`src/rtl/ex_muldiv_pkg.sv`:
```
// ex_muldiv_pkg: op/state encodings and op-class helpers shared by the multiply/divide unit
package ex_muldiv_pkg;
  localparam int MD_OPW = 3;
  typedef enum logic [MD_OPW-1:0] {
    MD_MUL, MD_MULH, MD_MULHU, MD_DIV, MD_MOD, MD_DIVU, MD_MODU, MD_RSVD
  } md_op_e;
  typedef enum logic [1:0] {MD_IDLE, MD_CALC, MD_FIX, MD_DONE} md_state_e;
  function automatic logic md_is_div(input logic [MD_OPW-1:0] op);
    return op == MD_DIV || op == MD_MOD || op == MD_DIVU || op == MD_MODU;
  endfunction
  function automatic logic md_is_signed(input logic [MD_OPW-1:0] op);
    return op == MD_MUL || op == MD_MULH || op == MD_DIV || op == MD_MOD;
  endfunction
  function automatic logic md_is_quot(input logic [MD_OPW-1:0] op);
    return op == MD_DIV || op == MD_DIVU;
  endfunction
endpackage

```
`src/rtl/ex_muldiv_step.sv`:
```
// ex_muldiv_step: one radix-2 shift-add (multiply) or restoring subtract (divide) iteration
module ex_muldiv_step #(
  parameter int XLEN = 32
) (
  input  logic            div,
  input  logic [XLEN-1:0] hi,
  input  logic [XLEN-1:0] lo,
  input  logic [XLEN-1:0] b,
  output logic [XLEN-1:0] hi_n,
  output logic [XLEN-1:0] lo_n
);
  logic [XLEN:0]   sum;
  logic [XLEN:0]   sh;
  logic [XLEN-1:0] diff;
  logic            ok;
  assign sum  = {1'b0, hi} + {1'b0, b & {XLEN{lo[0]}}};
  // XLEN+1-bit partial remainder; when the subtract succeeds the difference always fits in XLEN bits
  assign sh   = {hi, lo[XLEN-1]};
  assign ok   = sh >= {1'b0, b};
  assign diff = sh[XLEN-1:0] - b;
  always_comb begin
    hi_n = div ? (ok ? diff : sh[XLEN-1:0]) : sum[XLEN:1];
    lo_n = div ? {lo[XLEN-2:0], ok} : {sum[0], lo[XLEN-1:1]};
  end
endmodule

```
`src/rtl/ex_muldiv.sv`:
```
// ex_muldiv: iterative EX-stage multiply/divide unit with valid/ready handshakes and flush.
// Define MULDIV_FAST_MUL_EN to compute multiplies combinationally at accept (IDLE -> FIX -> DONE).
module ex_muldiv
  import ex_muldiv_pkg::*;
#(
  parameter int XLEN  = 32,
  parameter int TAG_W = 5
) (
  input  logic              clk_i,
  input  logic              rst_n_i,
  input  logic              req_valid_i,
  output logic              req_ready_o,
  input  logic [MD_OPW-1:0] req_op_i,
  input  logic [XLEN-1:0]   req_opd1_i,
  input  logic [XLEN-1:0]   req_opd2_i,
  input  logic [TAG_W-1:0]  req_tag_i,
  input  logic              flush_i,
  output logic              resp_valid_o,
  input  logic              resp_ready_i,
  output logic [XLEN-1:0]   resp_result_o,
  output logic [TAG_W-1:0]  resp_tag_o,
  output logic              busy_o
);
  localparam int CW = $clog2(XLEN) + 1;
  md_state_e         state, state_n;
  logic [MD_OPW-1:0] op;
  logic [TAG_W-1:0]  tag;
  logic              neg;
  logic [XLEN-1:0]   hi, lo, b, result, hi_n, lo_n;
  logic [CW-1:0]     cnt;
  logic              accept, div_op, s1, s2, dz, ovf, special, last, fast;
  logic [XLEN-1:0]   m1, m2, spec_res, fix_res, q_s, r_s;
  logic [2*XLEN-1:0] prod_s;
  assign accept  = req_valid_i && state == MD_IDLE && !flush_i;
  assign div_op  = md_is_div(req_op_i);
  assign s1      = md_is_signed(req_op_i) && req_opd1_i[XLEN-1];
  assign s2      = md_is_signed(req_op_i) && req_opd2_i[XLEN-1];
  assign m1      = s1 ? -req_opd1_i : req_opd1_i;
  assign m2      = s2 ? -req_opd2_i : req_opd2_i;
  assign dz      = div_op && req_opd2_i == '0;
  assign ovf     = (req_op_i == MD_DIV || req_op_i == MD_MOD) &&
                   req_opd1_i == {1'b1, {(XLEN-1){1'b0}}} && &req_opd2_i;
  assign special = dz || ovf || req_op_i == MD_RSVD;
  assign last    = cnt == CW'(XLEN - 1);
  // Divide-by-zero wins over overflow: a zero divisor can never be -1
  assign spec_res = req_op_i == MD_RSVD ? '0 :
                    dz ? (md_is_quot(req_op_i) ? '1 : req_opd1_i) :
                    req_op_i == MD_DIV ? {1'b1, {(XLEN-1){1'b0}}} : '0;
`ifdef MULDIV_FAST_MUL_EN
  assign fast = !div_op;
`else
  assign fast = 1'b0;
`endif
  ex_muldiv_step #(.XLEN(XLEN)) u_step (
    .div  (md_is_div(op)),
    .hi   (hi),
    .lo   (lo),
    .b    (b),
    .hi_n (hi_n),
    .lo_n (lo_n)
  );
  always_comb begin
    prod_s  = neg ? -{hi, lo} : {hi, lo};
    q_s     = neg ? -lo : lo;
    r_s     = neg ? -hi : hi;
    fix_res = op == MD_MUL ? prod_s[XLEN-1:0] :
              (op == MD_MULH || op == MD_MULHU) ? prod_s[2*XLEN-1:XLEN] :
              md_is_quot(op) ? q_s : r_s;
  end
  always_ff @(posedge clk_i or negedge rst_n_i)
    if (!rst_n_i) state <= MD_IDLE;
    else state <= state_n;
  always_comb begin
    state_n = state;
    if (flush_i) state_n = MD_IDLE;
    else
      case (state)
        MD_IDLE: if (accept) state_n = special ? MD_DONE : fast ? MD_FIX : MD_CALC;
        MD_CALC: if (last) state_n = MD_FIX;
        MD_FIX:  state_n = MD_DONE;
        MD_DONE: if (resp_ready_i) state_n = MD_IDLE;
        default: state_n = MD_IDLE;
      endcase
  end
  // Multiply keeps the multiplier in lo and adds b; divide shifts the dividend out of lo
  always_ff @(posedge clk_i or negedge rst_n_i)
    if (!rst_n_i) begin
      op     <= '0;
      tag    <= '0;
      neg    <= 1'b0;
      hi     <= '0;
      lo     <= '0;
      b      <= '0;
      cnt    <= '0;
      result <= '0;
    end else if (accept) begin
      op     <= req_op_i;
      tag    <= req_tag_i;
      neg    <= req_op_i == MD_MOD ? s1 : s1 ^ s2;
      b      <= div_op ? m2 : m1;
      cnt    <= '0;
`ifdef MULDIV_FAST_MUL_EN
      {hi, lo} <= div_op ? {{XLEN{1'b0}}, m1} : {{XLEN{1'b0}}, m1} * {{XLEN{1'b0}}, m2};
`else
      hi <= '0;
      lo <= div_op ? m1 : m2;
`endif
      if (special) result <= spec_res;
    end else if (state == MD_CALC) begin
      hi  <= hi_n;
      lo  <= lo_n;
      cnt <= cnt + 1'b1;
    end else if (state == MD_FIX) result <= fix_res;
  assign req_ready_o   = state == MD_IDLE;
  assign resp_valid_o  = state == MD_DONE;
  assign busy_o        = state != MD_IDLE;
  assign resp_result_o = result;
  assign resp_tag_o    = tag;
endmodule

```
`config.mk`:
```
export PLATFORM = sky130hd
export DESIGN_NAME = ex_muldiv
export DESIGN_NICKNAME = d
export VERILOG_FILES = /design/src/rtl/ex_muldiv_pkg.sv /design/src/rtl/ex_muldiv_step.sv /design/src/rtl/ex_muldiv.sv
export SDC_FILE = /design/constraint.sdc
export NUM_CORES = 1
export LEC_CHECK = 0
export BUFFER_PORTS_ARGS = -buffer_cell sky130_fd_sc_hd__buf_4
export CAP_MARGIN = 20
export CORE_MARGIN = 5
export CORE_UTILIZATION = 57
export DETAILED_ROUTE_END_ITERATION = 12
export PLACE_DENSITY_LB_ADDON = 0.15
export SLEW_MARGIN = 20
export SYNTH_ARGS = -nofsm -noshare
export SYNTH_HDL_FRONTEND = slang
export SYNTH_SLANG_ARGS = --single-unit
```
`constraint.sdc`:
```
create_clock -name clk_i -period 3.4 [get_ports clk_i]
set_clock_uncertainty 0.1 [all_clocks]
set_input_delay 0.17 -clock clk_i [delete_from_list [all_inputs] [get_ports clk_i]]
set_output_delay 0.17 -clock clk_i [all_outputs]
set_load 0.005 [all_outputs]
```
Word level (Yosys, flattened, before mapping)
Index checks and enable logic that the tools add are counted.
Widths: inputs -> output; s select.
{"block": "word_totals", "output_inout_bits": 40, "in_bits": 77, "mem_bits_ro": 0, "memories": 0, "elab_cells": 108, "latch_bits": 0, "register_bits": 145, "mem_bits_rw": 0}
{"block": "op_classes", "addsub": 8, "mul": 0, "mux": 34, "n_eq_ne": 22, "n_reduce_logical": 32, "n_bitwise": 2, "div": 0, "n_lt_le_gt_ge": 1, "shift": 0}
{"op": "$mux 32", "n": 24}
{"op": "$neg 32->32", "n": 4}
{"op": "$mux 64", "n": 1}
{"op": "$neg 64->64", "n": 1}
{"op": "$add 32x32->33", "n": 1}
{"op": "$ge 33x32->1", "n": 1}
{"op": "$and 32x32->32", "n": 1}
{"op": "$eq 32x32->1 const B", "n": 1}
{"op": "$logic_not 32->1", "n": 1}
{"op": "$reduce_and 32->1", "n": 1}
{"op": "$sub 32x32->32", "n": 1}
{"op": "$eq 3x3->1 const B", "n": 7}
{"op": "$logic_or 1x1->1", "n": 14}
{"op": "$mux 6", "n": 2}
{"op": "$mux 2", "n": 5}
{"op": "$eq 3x2->1 const B", "n": 3}
{"op": "$pmux 2 s4", "n": 1}
{"op": "$logic_and 1x1->1", "n": 7}
{"op": "$add 6x1->6 const B", "n": 1}
{"op": "$eq 3x1->1 const B", "n": 2}
{"op": "$eq 6x5->1 const B", "n": 1}
{"op": "$logic_not 3->1", "n": 2}
{"op": "$reduce_and 3->1", "n": 2}
{"op": "$reduce_bool 2->1", "n": 3}
{"op": "11 further kinds", "n": 12}

Logic depth before layout (Yosys ltp)
Gate-level depths: netlist of the first run.
{"block": "depth", "ltp_word": 11, "depth_mapped": 14, "mapped_depth_nobuf": 13}

Hierarchy
From an unflattened synthesis of the first run, not the netlist that was laid out.
{"block": "hier_totals", "hier_cells": 2038, "area_unflattened_um2": 15737.6}
{"module": "ex_muldiv", "area_each_um2": 11078.1, "n_inst": 1, "cells_each": 1376, "seq_area_each_um2": 3628.5}
{"module": "ex_muldiv_step", "area_each_um2": 4659.5, "n_inst": 1, "cells_each": 662, "seq_area_each_um2": 0.0}

Least setup slack after synthesis of the first run
No wires, ideal clock.
{"block": "synth_timing", "path_type": "reg-to-reg", "startpoint": "register lo[0]", "endpoint": "register hi[27]", "arrival_ns": 3.152, "n_path_buf": 2, "setup_ns": 0.095, "synth_period_minus_slack_ns": 3.348, "required_time_ns": 3.205, "slack_ns": 0.052, "stages_incl_launch_ff": 14, "cell_sequence": "dfrtp_1 clkinv_1 clkbuf_1 nor2_1 ha_1 clkbuf_1 nand3_1 or4_1 o211ai_1 a21oi_1 o21ai_0 a21oi_1 mux2i_1 o31ai_1"}
{"block": "synth_between", "elab_chain_len": 5}
{"item": "from (decl)", "line_no": "ex_muldiv.sv:29", "source": "logic [XLEN-1:0] hi, lo, b, result, hi_n, lo_n;"}
{"item": "from (signal assigned)", "line_no": "ex_muldiv.sv:106", "source": "lo <= div_op ? m1 : m2;"}
{"item": "from (signal assigned)", "line_no": "ex_muldiv.sv:111", "source": "lo <= lo_n;"}
{"item": "$and 32x32->32", "line_no": "ex_muldiv_step.sv:16", "source": "assign sum = {1'b0, hi} + {1'b0, b & {XLEN{lo[0]}}};"}
{"item": "$add 32x32->33", "line_no": "ex_muldiv_step.sv:16"}
{"item": "$mux 32", "line_no": "ex_muldiv_step.sv:22", "source": "hi_n = div ? (ok ? diff : sh[XLEN-1:0]) : sum[XLEN:1];"}
{"item": "$mux 32", "line_no": "ex_muldiv.sv:109", "source": "end else if (state == MD_CALC) begin"}
{"item": "$mux 32", "line_no": "ex_muldiv.sv:96", "source": "end else if (accept) begin"}
{"item": "to (signal assigned)", "line_no": "ex_muldiv.sv:110", "source": "hi <= hi_n;"}
{"item": "to (decl)", "line_no": "ex_muldiv.sv:29"}
Every way passes these cells. The select of a mux whose other input is x is not followed.
A chain may end at the register's enable or synchronous reset.

Final worst setup path of the first run
{"block": "layout_timing", "startpoint": "register hi[1]", "endpoint": "register hi[30]"}
{"block": "layout_between", "elab_chain_len": 5, "word_cells_on_any_way": 7, "classes_between": "add/sub: 2; order compare: 1; mux: 4"}
{"item": "$sub 32x32->32 or $ge 33x32->1 (tied branches)", "line_no": "ex_muldiv_step.sv:20, ex_muldiv_step.sv:19"}
{"item": "$mux 32", "line_no": "ex_muldiv_step.sv:22"}
{"item": "$mux 32 *", "line_no": "ex_muldiv_step.sv:22"}
{"item": "$mux 32 *", "line_no": "ex_muldiv.sv:109"}
{"item": "$mux 32 *", "line_no": "ex_muldiv.sv:96"}
Mark *: on every way between the ends. The rest lies on a longest branch, timed or not. The select of a mux whose other input is x is not followed.

==> out/summary.md, run 1 <==
* 0 — diode count
* 2 — CTS Buffer Depth
* 0 — count of final max-slew check failures
* 17 — number of buffers added by the clock tree synthesis step
* dfrtp_1 — commonest register cell after synthesis
* 103 — maximum number of pins on one net before global-route repair
* 1 — initial antenna violation count
* register — type of element launching the critical path
* 117 — IO Pins
* -0.126 ns — crit path setup slack, layout
* 26,700 µm² — core footprint
* 0.878 ns — transition at the pin with the smallest max-transition slack
* 2,309 — net count after synthesis
* 57.5% — Initial Utilization
* 4 — largest fanout on the critical path
* 0 — number of antenna-violating nets in the routed design
* 3630 µm² — total area of sequential cells
* 2,156 — Mapped Cells
* yes — setup repair after global routing missed its margin
* dfrtp_1 — largest area contributor in the netlist
* 0 — count of maximum capacitance violations
* 23.6% — sequential share of the synthesized area
* 98,800 µm — global-route wire length before repair
* 2,277 — fillcell total
* 65,100 µm — Total Routed Length
* reg -> reg — type of the setup path with the least slack
* done — CTS tree
* 1140 nW/µm² — power per cell area
* 116 — I/O Buffers
* 6.80 — Via-to-Cell Ratio
* 104% — part of the cycle the worst path needs
* 145 — TritonCTS Sinks
* 17.7% — fraction of final layout cells with drive strength greater than 1
* 3.64 ns — required time reported for the critical path endpoint
* 0 — number of enable flip-flop cells after synthesis
* 2,487 — final net count
* 0.08 ns — post-CTS clock slew at the launch and capture registers of the worst setup and hold paths
* 174 µm — Chip Height
* 20.7% — Syn-to-layout area delta
* 17.1k — number of global-route vias before repair
* 3,002 — number of DRC violations after detailed-routing iteration 0
* 84 — distinct cell type count of the synthesized netlist
* 0 — Fin. Hold Viols
* 0.00793 µW — Leakage Power
* 2 — number of setup violations in the final report
* 3.76 ns — endpoint arrival time on the critical path
* in -> reg — kind of path behind the tightest hold check
* finished with violations — status
* 8 — Detailed Routing Iterations Pass 1
* 30,300 µm² — die footprint
* register — category of the worst setup path capture point
* 60 — standard-cell rows
* 24.2 µm — wire per inst
* 145 — number of flip-flops and latches in the synthesized netlist
* 49,800 µm — Post-DP HPWL
* -0.205 ns — final-layout setup total negative slack
* 0.284 GHz — highest clock rate
* dfrtp_1 (24%), o21ai_0 (7.7%), nand2_1 (7.5%) — leading post-synthesis cells by cell area
* 0.000652 V — peak supply drop
* 0 — sum of overflow across all layers after global routing
* 11,200 µm² — combined area of the multi-input logic cells
* nand2_1 — commonest non-fill, non-tap cell in the layout
* 0 — detailed-route DRC error count
* clkbuf_16 — clock tree root driver cell
* 23.6% — top cell type's share of synthesized area
* nand2_1 (306), buf_4 (289), nor2_1 (231) — commonest cells after routing, fill and taps aside
* 174 µm — Horiz. Die Dim
* 100% — fraction of synthesis flops using an asynchronous set or reset pin
* 1.08 — placer's final routability congestion estimate
* 18.3k — routed vias
* 3.53 ns — final critical-path required period
* negative setup slack — violations in the final reports
* 41.5% — global-route usage over all layers
* 15,400 µm² — synthesized area
* 41.5% — slew margin rel.
* 0 — Yosys Warn Count
* 0.0225 ns — hold slack
* 0.45 ns — worst skew pair latency
* 7.12 µm² — mean area per synthesized cell
* 4 — deepest level of the CTS H-tree
cells by family after synthesis:
| kind of cell | after synthesis | synth area share [%] |
|---|---|---|
| AO/OA/AOI/OAI | 710 | 28.9 |
| XOR/XNOR | 171 | 9.75 |
| buffers and inverters | 222 | 5.55 |
| multiplexers | 19 | 1.37 |
| adder cells (fa/ha/maj) | 76 | 6.29 |
| flip-flops | 145 | 23.6 |
| AND/OR/NAND/NOR | 813 | 24.5 |
metrics by stage:
stage	setup WS, ns	util [%]	cells	power, µW	instance area [µm²]
global route	-0.131	69.4	2688	22300	18500
global placement	-0.0574	65.6	2637	17600	17500
floorplan	0.0522	-	2156	12200	15400
finish	-0.126	69.4	2688	21100	18500
detailed placement	-0.130	65.6	2637	17800	17500
CTS	0.0178	68.3	2678	19900	18200
cells in the mapped netlist, types with 13 or more instances:
cell type	n
nand3_1	68
dfrtp_1	145
a21oi_1	148
nor3_1	35
xnor2_1	86
clkbuf_1	134
o211ai_1	86
o41ai_1	13
o22ai_1	15
nand4_1	35
nor4_1	17
a31oi_1	21
a211oi_1	22
nand2b_1	16
inv_1	70
o31ai_1	34
nand2_1	306
ha_1	74
a21o_1	27
xor2_1	85
o21ai_0	236
or3_1	23
nor2_1	231
nor2b_1	17
where the power goes:
| group | total [µW] | internal [µW] | switching (µW) |
|---|---|---|---|
| clock | 1990 | 1010 | 979 |
| sequential | 3310 | 2510 | 799 |
| combinational | 15800 | 6120 | 9660 |
what timing repair did:
action                                  in CTS  in global routing
hold buffers                                 9                  0
gates cloned                                 0                  1
endpoints found under the setup margin      15                 44
setup buffers                                0                  9
endpoints found under the hold margin       68                  0
resized for setup                            6                 54
pin swaps                                    2                 26
worst max-delay path, cell delays in order (launching register included):
cell and delay (ns):
dfrtp_1 0.44, ha_1 0.44, a21oi_4 0.09, o211ai_1 0.43, nand4b_1 0.23, a2111oi_2 0.45
buf_4 0.18, o211ai_1 0.20, o211ai_1 0.32, xor2_1 0.18, nor2_1 0.08, o41ai_2 0.28
sequential cells by signal (all words and copies together), names as in the netlist:
register       count
resp_result_o     32
lo                32
hi                32
cnt                6
b                 32
resp_tag_o         5
neg                1
state              2
op                 3
layer usage:
layer  track usage (%)  routed length [µm]  up-vias
met5                 0                   0        -
met4              22.0                4660        0
met3              9.77                7580      278
met2              64.4               28100     1323
met1              53.8               24700     8540
li1                  -                   -     8146
cell type report:
class,count,share of cell area (%)
tap,341,2.30
sequential,145,19.6
clock inverter,14,0.843
timing repair buffer,308,13.2
inverter,73,1.50
clock buffer,18,2.37
multi-input combinational,1789,60.2
worst paths after layout:
kind	startpoint	slack, ns	cells past startpoint	end
worst max-delay path	hi[1]	-0.13	11	hi[30]
worst min-delay path	req_opd2_i[26]	0.02	4	b[26]
worst max register to register	hi[1]	-0.13	11	hi[30]
worst min register to register	b[14]	0.38	2	b[14]
max in group asynchronous	rst_n_i	2.14	3	lo[8]
min in group asynchronous	rst_n_i	0.23	2	hi[28]
(Power assumes the default switching activity.)
==> inputs of run 2 (changes only) <==
Settings changed: BUFFER_PORTS_ARGS -buffer_cell sky130_fd_sc_hd__buf_4 to -buffer_cell sky130_fd_sc_hd__buf_2, GPL_TIMING_DRIVEN set to 0, REMOVE_ABC_BUFFERS set to 1.
==> run 2 against run 1 <==
  * The run now ends clean
  * Critical path depth up 2
  * Hold slack lost 0.0057 ns
  * Final area decreased by 4.8%
  * Clock-buffer cell count is 1 lower
  * Setup slack gained 0.13 ns
  * Non-clock buffer count down 124
  * Fmax rose by 3.7%
  * Total power shrank 9.5%
==> out/summary.md, run 2 (synthesis gave the netlist of run 1 again) <==
* 35.8% — global-route usage over all layers, -5.7 points
* 2 — CTS Buffer Depth, unchanged
* 3650 µm² — total area of sequential cells, +0.52%
* 145 — TritonCTS Sinks, unchanged
* 42,100 µm — Post-DP HPWL, -15%
* completed — status
* in -> reg — kind of path behind the tightest hold check
* nand2_1 (306), nor2_1 (229), o21ai_0 (228) — commonest cells after routing, fill and taps aside
* clkbuf_16 — clock tree root driver cell
* 35.5% — slew margin rel., -6.0 points
* 0.294 GHz — highest clock rate, +3.7%
* 13 — depth of the worst register-to-register path, +2
* 19,100 µW — total power consumption of the routed design, -9.5%
* 100% — part of the cycle the worst path needs, -3.7 points
* req_opd1_i[13] — start point of the worst hold path
* 0 — number of antenna-violating nets in the routed design, unchanged
* 3 — initial antenna violation count, +2
* 117 — IO Pins, unchanged
* 57.5% — Initial Utilization, unchanged
* dfrtp_2 — cell with the largest stage delay on the worst path
* 0 — detailed-route DRC error count, unchanged
* 116 — I/O Buffers, unchanged
* done — CTS tree
* 14.9% — Syn-to-layout area delta
* 16,400 µm² — area post-placement, -6.7%
* 0 — number of setup violations in the final report, -2
* lo[31] — beginning of the worst register-to-register path
* 3.64 ns — required time reported for the critical path endpoint, about the same
* 83 — maximum number of pins on one net before global-route repair, -19%
* compound AO/OA/AOI/OAI gates — delay-heaviest family, CP
* 1080 nW/µm² — power per cell area, -4.9%
* 2,565 — number of cells in the finished layout apart from fillers, -4.6%
* 6.61 — Via-to-Cell Ratio, -2.8%
* 0.959 ns — transition at the pin with the smallest max-transition slack, +0.0819 ns
* 0 — count of maximum capacitance violations, unchanged
* 13.9% — fraction of final layout cells with drive strength greater than 1, -3.7 points
* resp_result_o[13] — Worst Hold Endpoint
* 0.00733 µW — Leakage Power, -7.6%
* 2 — Critical path buffers and inverters, +1
* 87,600 µm — global-route wire length before repair, -11%
* 174 µm — Chip Height, unchanged
* 2,349 — fillcell total, +3.2%
* 2,489 — cell total after placement, -5.6%
* o211ai_1 — most used cell along the critical path
* 30,300 µm² — die footprint, unchanged
* 0.0006 ns — flop-to-flop setup slack, +0.13 ns
* 11,300 µm² — combined area of the multi-input logic cells, +0.96%
* 17 — number of buffers added by the clock tree synthesis step, unchanged
* hi[30] — worst reg2reg endpoint
* 60 — standard-cell rows, unchanged
* 17.0k — routed vias, -7.3%
* lo[31] — first element of the critical path
* 15.9k — number of global-route vias before repair, -7.0%
* inv_2 > ha_1 > inv_1 > fa_2 > a21oi_2 > o211ai_1 > nand4b_1 > a2111oi_4 > o211ai_1 > o211ai_1 > xor2_1 > nor2_1 > o41ai_2 — ordered list of cells on the worst path
* 0 — diode count, unchanged
* 0.48 ns — biggest cell delay along the critical path, +0.03 ns
* 22.0 µm — wire per inst, -9.1%
* 9 — Detailed Routing Iterations Pass 1, +1
* 4 — deepest level of the CTS H-tree, unchanged
* 5 — worst hold path depth, +1
* reg -> reg — type of the setup path with the least slack
* 0 — count of final max-slew check failures, unchanged
* 2,365 — final net count, -4.9%
* 0.07 ns — post-CTS clock slew at the launch and capture registers of the worst setup and hold paths, about the same
* yes — setup repair after global routing missed its margin
* 3.40 ns — final critical-path required period, -0.126 ns
* 56,400 µm — Total Routed Length, -13%
* 174 µm — Horiz. Die Dim, unchanged
* register — category of the worst setup path capture point
* 0 — sum of overflow across all layers after global routing, unchanged
* 1,914 — number of DRC violations after detailed-routing iteration 0, -36%
* 0 — Fin. Hold Viols, unchanged
* 3.63 ns — endpoint arrival time on the critical path, -0.13 ns
* 0.000487 V — peak supply drop, -25%
* nand2_1 — commonest non-fill, non-tap cell in the layout
* register — type of element launching the critical path
* 0.0168 ns — hold slack, -0.00568 ns
* 6 — largest fanout on the critical path, +2
* 26,700 µm² — core footprint, unchanged
* 1.01 — placer's final routability congestion estimate, -6.7%
* 17,600 µm² — final cell area excluding filler cells, -4.8%
* 0.45 ns — worst skew pair latency, about the same
-- run 2: power breakdown --
part           internal (µW)  switching, µW  total, µW
registers               2520           1380       3890
clock network           1110            892       2000
logic                   5130           8060      13200
total                   8750          10300      19100
-- run 2: worst max path at each step --
| stage | endpoint | cells after the start | slack (ns) |
|---|---|---|---|
| final | hi[30] | 13 | 0.0006 |
| after global routing | hi[30] | 13 | -0.13 |
| after CTS | hi[30] | 13 | -0.10 |
| after detailed placement | hi[30] | 12 | -1.20 |
| after global placement | resp_result_o[31] | 10 | -5.62 |
| after floorplan | resp_result_o[4] | 7 | -1.81 |
-- run 2: metal layers --
metal / global-route usage [%] / share of wire, % / up-vias
met4: 16.0 / 4.6 / 0
met1: 48.0 / 41 / 7949
met3: 6.13 / 9.3 / 174
met5: 0 / 0 / -
li1: - / - / 7894
met2: 56.8 / 45 / 939
-- run 2: per-stage QoR --
stage / setup TNS [ns] / utilization, % / worst slack, ns
global placement: -482.97 / 59.1 / -5.62
global route: -0.268 / 66.0 / -0.126
finish: 0 / 66.0 / 0.000559
CTS: -0.101 / 64.8 / -0.101
detailed placement: -30.68 / 61.2 / -1.20
floorplan: -144.87 / - / -1.81
-- run 2: what timing repair did --
action	in CTS	in global routing
hold endpoints to repair	82	0
pin swaps	9	21
endpoints found under the setup margin	60	44
hold buffers	15	0
setup buffers	10	18
resized for setup	31	53
cloned	2	0
-- run 2: area by class of cell --
class	count	share of cell area (%)
multi-input cells	1790	63.8
flip-flops and latches	145	20.7
repair buffers	184	8.00
well taps	341	2.42
clock buffers	17	2.41
inverters	73	1.65
clock inverters	14	0.957
repair inverters	1	0.0638
-- run 2: worst reg2reg max path: stages (launching register included) --
cell and delay, ns:
dfrtp_2 0.48, inv_2 0.11, ha_1 0.21, inv_1 0.08
fa_2 0.22, a21oi_2 0.07, o211ai_1 0.33, nand4b_1 0.28
a2111oi_4 0.46, o211ai_1 0.22, o211ai_1 0.27, xor2_1 0.18
nor2_1 0.07, o41ai_2 0.21
==> inputs of run 3 (changes only) <==
Settings changed: BUFFER_PORTS_ARGS -buffer_cell sky130_fd_sc_hd__buf_2 to not set, CORE_UTILIZATION 57 to 60, DONT_BUFFER_PORTS set to 1, SKIP_CTS_REPAIR_TIMING set to 1.
==> run 3 against run 2 <==
  * The run now ends with negative hold slack, negative setup slack left
  * Non-clock buffer count shrank 63
  * Cell count shrank 2.8%
  * Die area shrank 4.7%
  * Final area grew 0.21%
  * Sequential cell count is the same
  * Clock-buffer cell count is the same
  * Combinational power grew 3%
  * Hold slack lost 0.71 ns
  * First-iteration DRC count grew 27%
==> out/summary.md, run 3 (synthesis gave the netlist of run 1 again) <==
* 10.0% — Clk pwr share, -0.5 points
* -0.10 ns — flop-to-flop setup slack, -0.10 ns
* lo[31] — first element of the critical path
* 11.0% — fraction of final layout cells with drive strength greater than 1, -3.0 points
* 2 — CTS Buffer Depth, unchanged
* 0 — count of final max-slew check failures, unchanged
* 145 — TritonCTS Sinks, unchanged
* 0.45 ns — worst skew pair latency, about the same
* 161 — Fin. Hold Viols, +161
* -0.692 ns — hold slack, -0.709 ns
* 0.00704 µW — Leakage Power, -3.9%
* clkbuf_16 — clock tree root driver cell
* 10,500 µW — switching power of the nets, +1.9%
* 146 — maximum number of pins on one net before global-route repair, +76%
* -1.43 ns — minimum setup slack after placement, -0.229 ns
* 25,200 µm² — core footprint, -5.8%
* 13 — depth of the worst register-to-register path, unchanged
* done — CTS tree
* -0.101 ns — crit path setup slack, layout, -0.102 ns
* nand2_1 — commonest non-fill, non-tap cell in the layout
* 15.1% — Syn-to-layout area delta
* 0 — number of antenna-violating nets in the routed design, unchanged
* 27.5% — slew margin rel., -8.0 points
* 54.2% — switching part of the total power, +0.071 points
* 0 — count of maximum capacitance violations, unchanged
* finished with violations — status
* register — category of the worst setup path capture point
* 41,000 µm — Post-DP HPWL, -2.5%
* 37.4% — global-route usage over all layers, +1.6 points
* 69.8% — combinational share of power, +0.7 points
* lo[31] — beginning of the worst register-to-register path
* reg -> reg — type of the setup path with the least slack
* 8890 µW — cell internal power dissipation, +1.6%
* 61.0% — Initial Utilization, +3.5 points
* -0.179 ns — final-layout setup total negative slack, -0.179 ns
* 0 — sum of overflow across all layers after global routing, unchanged
* in -> async — kind of path behind the tightest hold check
* 0.08 ns — post-CTS clock slew at the launch and capture registers of the worst setup and hold paths, about the same
* 6.88 — Via-to-Cell Ratio, +4.1%
* 1.08 ns — transition at the pin with the smallest max-transition slack, +0.119 ns
* 170 µm — Chip Height, -2.4%
* 2,303 — final net count, -2.6%
* 2 — number of setup violations in the final report, +2
* 117 — IO Pins, unchanged
* 3.63 ns — required time reported for the critical path endpoint, about the same
* 1100 nW/µm² — power per cell area, +1.5%
* 0.993 — placer's final routability congestion estimate, -1.6%
* 0 — I/O Buffers, -100%
* 0.000564 V — peak supply drop, +16%
* 17 — number of buffers added by the clock tree synthesis step, unchanged
* 23.3 µm — wire per inst, +5.9%
* 0 — diode count, unchanged
* 0 — detailed-route DRC error count, unchanged
* 6 — largest fanout on the critical path, unchanged
* 28,900 µm² — die footprint, -4.7%
* 0.286 GHz — highest clock rate, -2.9%
* hi[30] — worst reg2reg endpoint
* 17.2k — routed vias, +1.2%
* 2,440 — number of DRC violations after detailed-routing iteration 0, +27%
* 170 µm — Horiz. Die Dim, -2.4%
* 103% — part of the cycle the worst path needs, +3.0 points
* 3.50 ns — final critical-path required period, +0.102 ns
* 3.74 ns — endpoint arrival time on the critical path, +0.11 ns
* 85,900 µm — global-route wire length before repair, -1.9%
* 58,100 µm — Total Routed Length, +2.9%
* 20.2% — part of the power in registers, -0.2 points
* 3 — initial antenna violation count, unchanged
* yes — setup repair after global routing missed its margin
* 19,400 µW — total power consumption of the routed design, +1.7%
* 9 — Detailed Routing Iterations Pass 1, unchanged
* register — type of element launching the critical path
* 58 — standard-cell rows, -3.3%
* 4 — deepest level of the CTS H-tree, unchanged
* nand2_1 (303), nor2_1 (230), o21ai_0 (225) — commonest cells after routing, fill and taps aside
* 15.3k — number of global-route vias before repair, -3.8%
* negative hold slack, negative setup slack — violations in the final reports
==> run 3: worst max-delay path by stage <==
stage,end,slack [ns],depth (start not counted)
finish,hi[30],-0.10,13
global route,hi[30],-0.20,13
CTS,hi[30],-1.46,12
detailed placement,hi[30],-1.43,12
global placement,resp_result_o[31],-5.66,10
floorplan,resp_result_o[4],-1.81,7
==> run 3: worst max-delay path: stages (launching register included) <==
cell	delay, ns
dfrtp_2	0.50
inv_4	0.06
ha_4	0.16
inv_2	0.05
fa_2	0.24
a21oi_4	0.07
o211ai_1	0.34
nand4b_1	0.28
a2111oi_4	0.46
o211ai_1	0.22
o211ai_1	0.28
xor2_1	0.21
nor2_1	0.07
o41ai_2	0.33
==> run 3: area by class of cell <==
cell class / instances / area [µm²]
clock inverters: 14 / 144
well taps: 330 / 413
clock buffers: 17 / 425
flip-flops and latches: 145 / 3660
inverters: 73 / 293
multi-input cells: 1790 / 11400
fillers: 2102 / 7500
repair buffers: 121 / 1330
repair inverters: 2 / 25.0
==> run 3: routing by layer <==
metal / GRT usage, % / share of wire (%)
met5: 0 / 0.034
met4: 13.1 / 3.9
met3: 7.97 / 11
met2: 58.7 / 45
met1: 51.3 / 40
==> run 3: power groups by stage <==
stage / clock network (µW) / registers [µW] / logic (µW)
floorplan: 0 / 3370 / 8620
global route: 2020 / 4010 / 14700
global placement: 0 / 3850 / 11100
detailed placement: 0 / 3880 / 11800
CTS: 1930 / 3860 / 11900
finish: 1930 / 3920 / 13600
==> run 3: through the flow <==
step                utilization, %  hold slack [ns]  area (µm²)  cells
finish                        70.2           -0.692       17700   2492
global route                  70.2           -0.706       17700   2492
floorplan                        -           -0.226       14800   2007
detailed placement            62.5           -0.222       15700   2361
CTS                           64.7           -0.692       16300   2392
global placement              60.3           -0.223       15200   2337
